[config.mk]
export PLATFORM = sky130hd
export DESIGN_NAME = async_receiver
export DESIGN_NICKNAME = d
export VERILOG_FILES = /design/src/rtl/async_receiver_pkg.sv /design/src/rtl/async_receiver_rx_sync.sv /design/src/rtl/async_receiver.sv
export SDC_FILE = /design/constraint.sdc
export NUM_CORES = 1
export LEC_CHECK = 0
export ABC_CLOCK_PERIOD_IN_PS = 3890
export CORE_MARGIN = 3
export CORE_UTILIZATION = 30
export DETAILED_ROUTE_END_ITERATION = 16
export PLACE_DENSITY = 0.56
export SYNTH_ARGS = -nofsm -noshare
export SYNTH_HDL_FRONTEND = slang
export SYNTH_SLANG_ARGS = --single-unit
[constraint.sdc]
create_clock -name CLK -period 3.89 [get_ports CLK]
set_clock_uncertainty 0.1 [all_clocks]
set_input_delay 0.5835 -clock CLK [delete_from_list [all_inputs] [get_ports CLK]]
set_output_delay 0.5835 -clock CLK [all_outputs]
set_load 0.01 [all_outputs]
[src/rtl/async_receiver_pkg.sv]
// Constants shared by the serial transmitter and receiver: FSM encodings and line levels.
package async_receiver_pkg;

  typedef enum logic [1:0] {
    ST_IDLE = 2'd0,
    ST_DATA = 2'd1,
    ST_STOP = 2'd2
  } rx_state_e;

  localparam logic LINE_IDLE = 1'b1;
  localparam int   DEF_WIDTH = 8;
  localparam int   FRAME_LEN = DEF_WIDTH + 2;

  function automatic int frame_len(input int width);
    return width + 2;
  endfunction

endpackage

[src/rtl/async_receiver_rx_sync.sv]
// RXD synchroniser: SYNC_STAGES flops resetting to the idle line level; wire when 0.
module async_receiver_rx_sync
  import async_receiver_pkg::*;
#(
  parameter int SYNC_STAGES = 2
) (
  input  logic CLK,
  input  logic RST,
  input  logic d,
  output logic q
);

  if (SYNC_STAGES == 0) begin : g_bypass
    assign q = d;
  end else begin : g_chain
    logic [SYNC_STAGES-1:0] sync_q;

    always_ff @(posedge CLK or posedge RST) begin
      if (RST) begin
        sync_q <= {SYNC_STAGES{LINE_IDLE}};
      end else begin
        sync_q[0] <= d;
        for (int i = 1; i < SYNC_STAGES; i++) sync_q[i] <= sync_q[i-1];
      end
    end

    assign q = sync_q[SYNC_STAGES-1];
  end

endmodule

[src/rtl/async_receiver.sv]
// Serial frame receiver: start 0, WIDTH bits MSB first, stop 1, one-entry output holding register.
module async_receiver
  import async_receiver_pkg::*;
#(
  parameter int WIDTH       = 8,
  parameter int SYNC_STAGES = 2
) (
  input  logic             CLK,
  input  logic             RST,
  input  logic             RXD,
  input  logic             RX_ACK,
  output logic [WIDTH-1:0] RX_DATA,
  output logic             RX_VALID,
  output logic             RX_BUSY,
  output logic             RX_FERR,
  output logic             RX_OVR
);

  localparam int CNT_W = (WIDTH > 1) ? $clog2(WIDTH) : 1;
  localparam logic [CNT_W-1:0] LAST_BIT = CNT_W'(WIDTH - 1);

  logic             rxd_s;
  rx_state_e        state_q, state_d;
  logic [CNT_W-1:0] cnt_q;
  logic [WIDTH-1:0] shift_q;
  logic             shift_en, cnt_clr, frame_good, frame_bad;
  logic             ack_taken, deliver;

  async_receiver_rx_sync #(.SYNC_STAGES(SYNC_STAGES)) u_sync (
    .CLK (CLK),
    .RST (RST),
    .d   (RXD),
    .q   (rxd_s)
  );

  always_ff @(posedge CLK or posedge RST) begin
    if (RST) begin
      state_q <= ST_IDLE;
      RX_BUSY <= 1'b0;
    end else begin
      state_q <= state_d;
      RX_BUSY <= (state_d != ST_IDLE);
    end
  end

  always_comb begin
    state_d = ST_IDLE;
    case (state_q)
      ST_IDLE: state_d = rxd_s ? ST_IDLE : ST_DATA;
      ST_DATA: state_d = (cnt_q == LAST_BIT) ? ST_STOP : ST_DATA;
      ST_STOP: state_d = ST_IDLE;
      default: state_d = ST_IDLE;
    endcase
  end

  always_comb begin
    shift_en   = (state_q == ST_DATA);
    cnt_clr    = (state_q == ST_IDLE) && !rxd_s;
    frame_good = (state_q == ST_STOP) &&  rxd_s;
    frame_bad  = (state_q == ST_STOP) && !rxd_s;
  end

  // An ACK only counts while a word is held; delivery may reuse the slot it frees.
  assign ack_taken = RX_ACK && RX_VALID;
  assign deliver   = frame_good && (!RX_VALID || RX_ACK);

  always_ff @(posedge CLK or posedge RST) begin
    if (RST) begin
      cnt_q   <= '0;
      shift_q <= '0;
    end else begin
      if (cnt_clr)       cnt_q <= '0;
      else if (shift_en) cnt_q <= cnt_q + 1'b1;
      if (shift_en) shift_q <= (shift_q << 1) | WIDTH'(rxd_s);
    end
  end

  // Flag sets take priority over the ACK clear in the same cycle.
  always_ff @(posedge CLK or posedge RST) begin
    if (RST) begin
      RX_DATA  <= '0;
      RX_VALID <= 1'b0;
      RX_FERR  <= 1'b0;
      RX_OVR   <= 1'b0;
    end else begin
      if (deliver) begin
        RX_DATA  <= shift_q;
        RX_VALID <= 1'b1;
      end else if (ack_taken) begin
        RX_VALID <= 1'b0;
      end
      if (frame_bad)      RX_FERR <= 1'b1;
      else if (ack_taken) RX_FERR <= 1'b0;
      if (frame_good && !deliver) RX_OVR <= 1'b1;
      else if (ack_taken)         RX_OVR <= 1'b0;
    end
  end

endmodule

==> results.tsv <==
metric	value	unit
crit_chain	clkdlybuf4s50_1	
max_clock_freq	490	MHz
cts_made_buffers	3	
post-place-cells	125	
worstPathArrival	1.36	ns
p_total	0.000929	W
vdd_ir_drop_max	0.000170	V
grt_pass1_wl	2.41	mm
leakage	0.539	nW
gp_congestion	0.641	
synth_top_area_share	60.5	%
synth_area_leaders	dfrtp_1 60%, mux2_2 17%, dfstp_2 5.1%	
antenna_found_initial	0	
syn_area_per_cell	15.4	um2
crit_buf_inv	1	
yosysSeqAreaShare	65.5	%
portBuffers	15	
finalWirelength	1.48	mm
hold_ws	0.266	ns
tightest_slew	0.978	ns
cts_tree	yes	
ys_warn_count	0	
ctsHoldBuffers	0	
num_rows	20	
vias_per_cell	4.36	
slew_violations	0	
status	completed	
finalNonFillerCells	129	
cts_buffer_depth	2	
min_period_over_period	52.5	%
cts-resized-gates	0	
root_buffer	clkbuf_4	
setup_viol	0	
first_global_vias	508	
synth_nets	73	
place_hpwl	1.05	mm
grt_use_total	7.69	%
setup_tns	0	ns
first_pass_iters	2	
clock_latency	0.31	ns
postCtsSetupBuffers	0	
drt_iter0_markers	23	
fin_nets	92	
initial_core_util	32.6	%
ys_ff_latch	27	
startpoint_type	flip-flop	
maxSlewHeadroom	34.8	%
layout_commonest_cell	dfrtp_1	
vias	563	
finalCriticalPeriod	2.04	ns
ant_nets	0	
crit_family	buffers and inverters	
die_w	64.7	um
critPathRequiredTime	3.21	ns
diodes	0	
die_h	64.7	um
min_path_type	reg -> reg	
syn-cell-area	0.00103	mm2
layout_common_cells	25 x dfrtp_1, 16 x mux2_2, 15 x clkdlybuf4s50_1	
synth_cells	67	
slowest_delay	0.57	ns
hold_violations	0	
cap_violations	0	
gr-total-overflow	0	
worstSetupEndpointType	output pin	
clk_pin_slew	0.13	ns
io_pins	16	
drive_gt1_share	34.1	%
h-tree-depth	1	
cp_max_fo	5	
yosys.area.top_type	dfrtp_1	
die-area	0.00419	mm2
syn_to_final_growth	21.2	%
core	0.00318	mm2
clock-sinks	27	
slowest_stage	clkdlybuf4s50_1	
drc_errors	0	
worstSetupPathType	reg -> out	
rsz0062_at_grt	no	
fin_util	39.4	%
synth_cell_types	17	
power_density	741	mW/mm2
grt_max_degree	28	
wl_per_cell	11.4	um
fillCellCount	312	
-- per-stage QoR --
step	setup slack (ns)	cell area [um2]
after global routing	1.77	1250
after global placement	1.83	1230
after CTS	1.81	1250
final	1.85	1250
after floorplan	2.44	1030
after detailed placement	1.81	1230
-- report_power, final --
part | total, W | internal (W) | switching [W]
Sequential | 0.000467 | 0.000401 | 0.0000667
Clock | 0.000114 | 0.0000384 | 0.0000751
Combinational | 0.000348 | 0.000223 | 0.000125
-- worst paths after layout --
kind                                               start                  endpoint  slack (ns)  depth (start not counted)
worst min register to register  u_sync.g_chain.sync_q[0]  u_sync.g_chain.sync_q[1]        0.27                          0
min in group asynchronous                            RST                RX_DATA[4]        0.68                          2
worst max-delay path                            RX_VALID                  RX_VALID        1.85                          1
worst min-delay path            u_sync.g_chain.sync_q[0]  u_sync.g_chain.sync_q[1]        0.27                          0
worst max register to register  u_sync.g_chain.sync_q[1]                RX_DATA[1]        2.29                          3
max in group asynchronous                            RST                RX_DATA[5]        2.42                          2
-- cell families (layout without fill, tap and decap cells) --
family | count (synthesis) | after routing | synth area share [%]
buffers and inverters | 5 | 23 | 2.78
multiplexers | 16 | 16 | 17.4
flip-flops | 27 | 27 | 65.5
AND/OR/NAND/NOR | 7 | 7 | 4.84
adder cells (fa/ha/maj) | 2 | 2 | 2.42
AO/OA/AOI/OAI | 10 | 10 | 7.01
-- flip-flops by register name, summed over array words and instances (netlist names) --
register,flops
RX_BUSY,1
RX_DATA,8
RX_FERR,1
RX_OVR,1
RX_VALID,1
cnt_q,3
shift_q,8
state_q,2
u_sync.g_chain.sync_q,2
-- per-layer routing --
layer	track usage, %	vias up	wire [um]
met1	9.91	283	688
met2	10.9	11	680
li1	-	267	-
met4	5.54	0	27
met5	0	-	0
met3	2.25	2	81
-- worst register-to-register path, stage by stage (launching register included) --
cell      delay (ns)
dfstp_2         0.58
nand3b_1        0.15
a21oi_4         0.30
mux2_2          0.38
-- synthesized netlist by cell type --
cell	n
dfstp_2	2
clkbuf_8	1
a31oi_1	1
and2_1	1
or2b_2	1
a21oi_4	1
ha_1	2
inv_1	4
o21ai_0	3
and2b_2	2
nor2_1	1
a22o_2	2
dfrtp_1	25
nand3b_1	1
a21oi_1	3
or2_2	1
mux2_2	16
-- layout make-up --
| cell class | instances | area [um2] | share of cell area (%) |
|---|---|---|---|
| flip-flops and latches | 27 | 678 | 54.1 |
| multi-input cells | 35 | 328 | 26.1 |
| repair buffers | 15 | 150 | 12.0 |
| well taps | 44 | 55.1 | 4.39 |
| clock buffers | 3 | 22.5 | 1.80 |
| inverters | 4 | 15.0 | 1.20 |
| clock inverters | 1 | 5.00 | 0.399 |
Power figures use the tool's default switching activity.
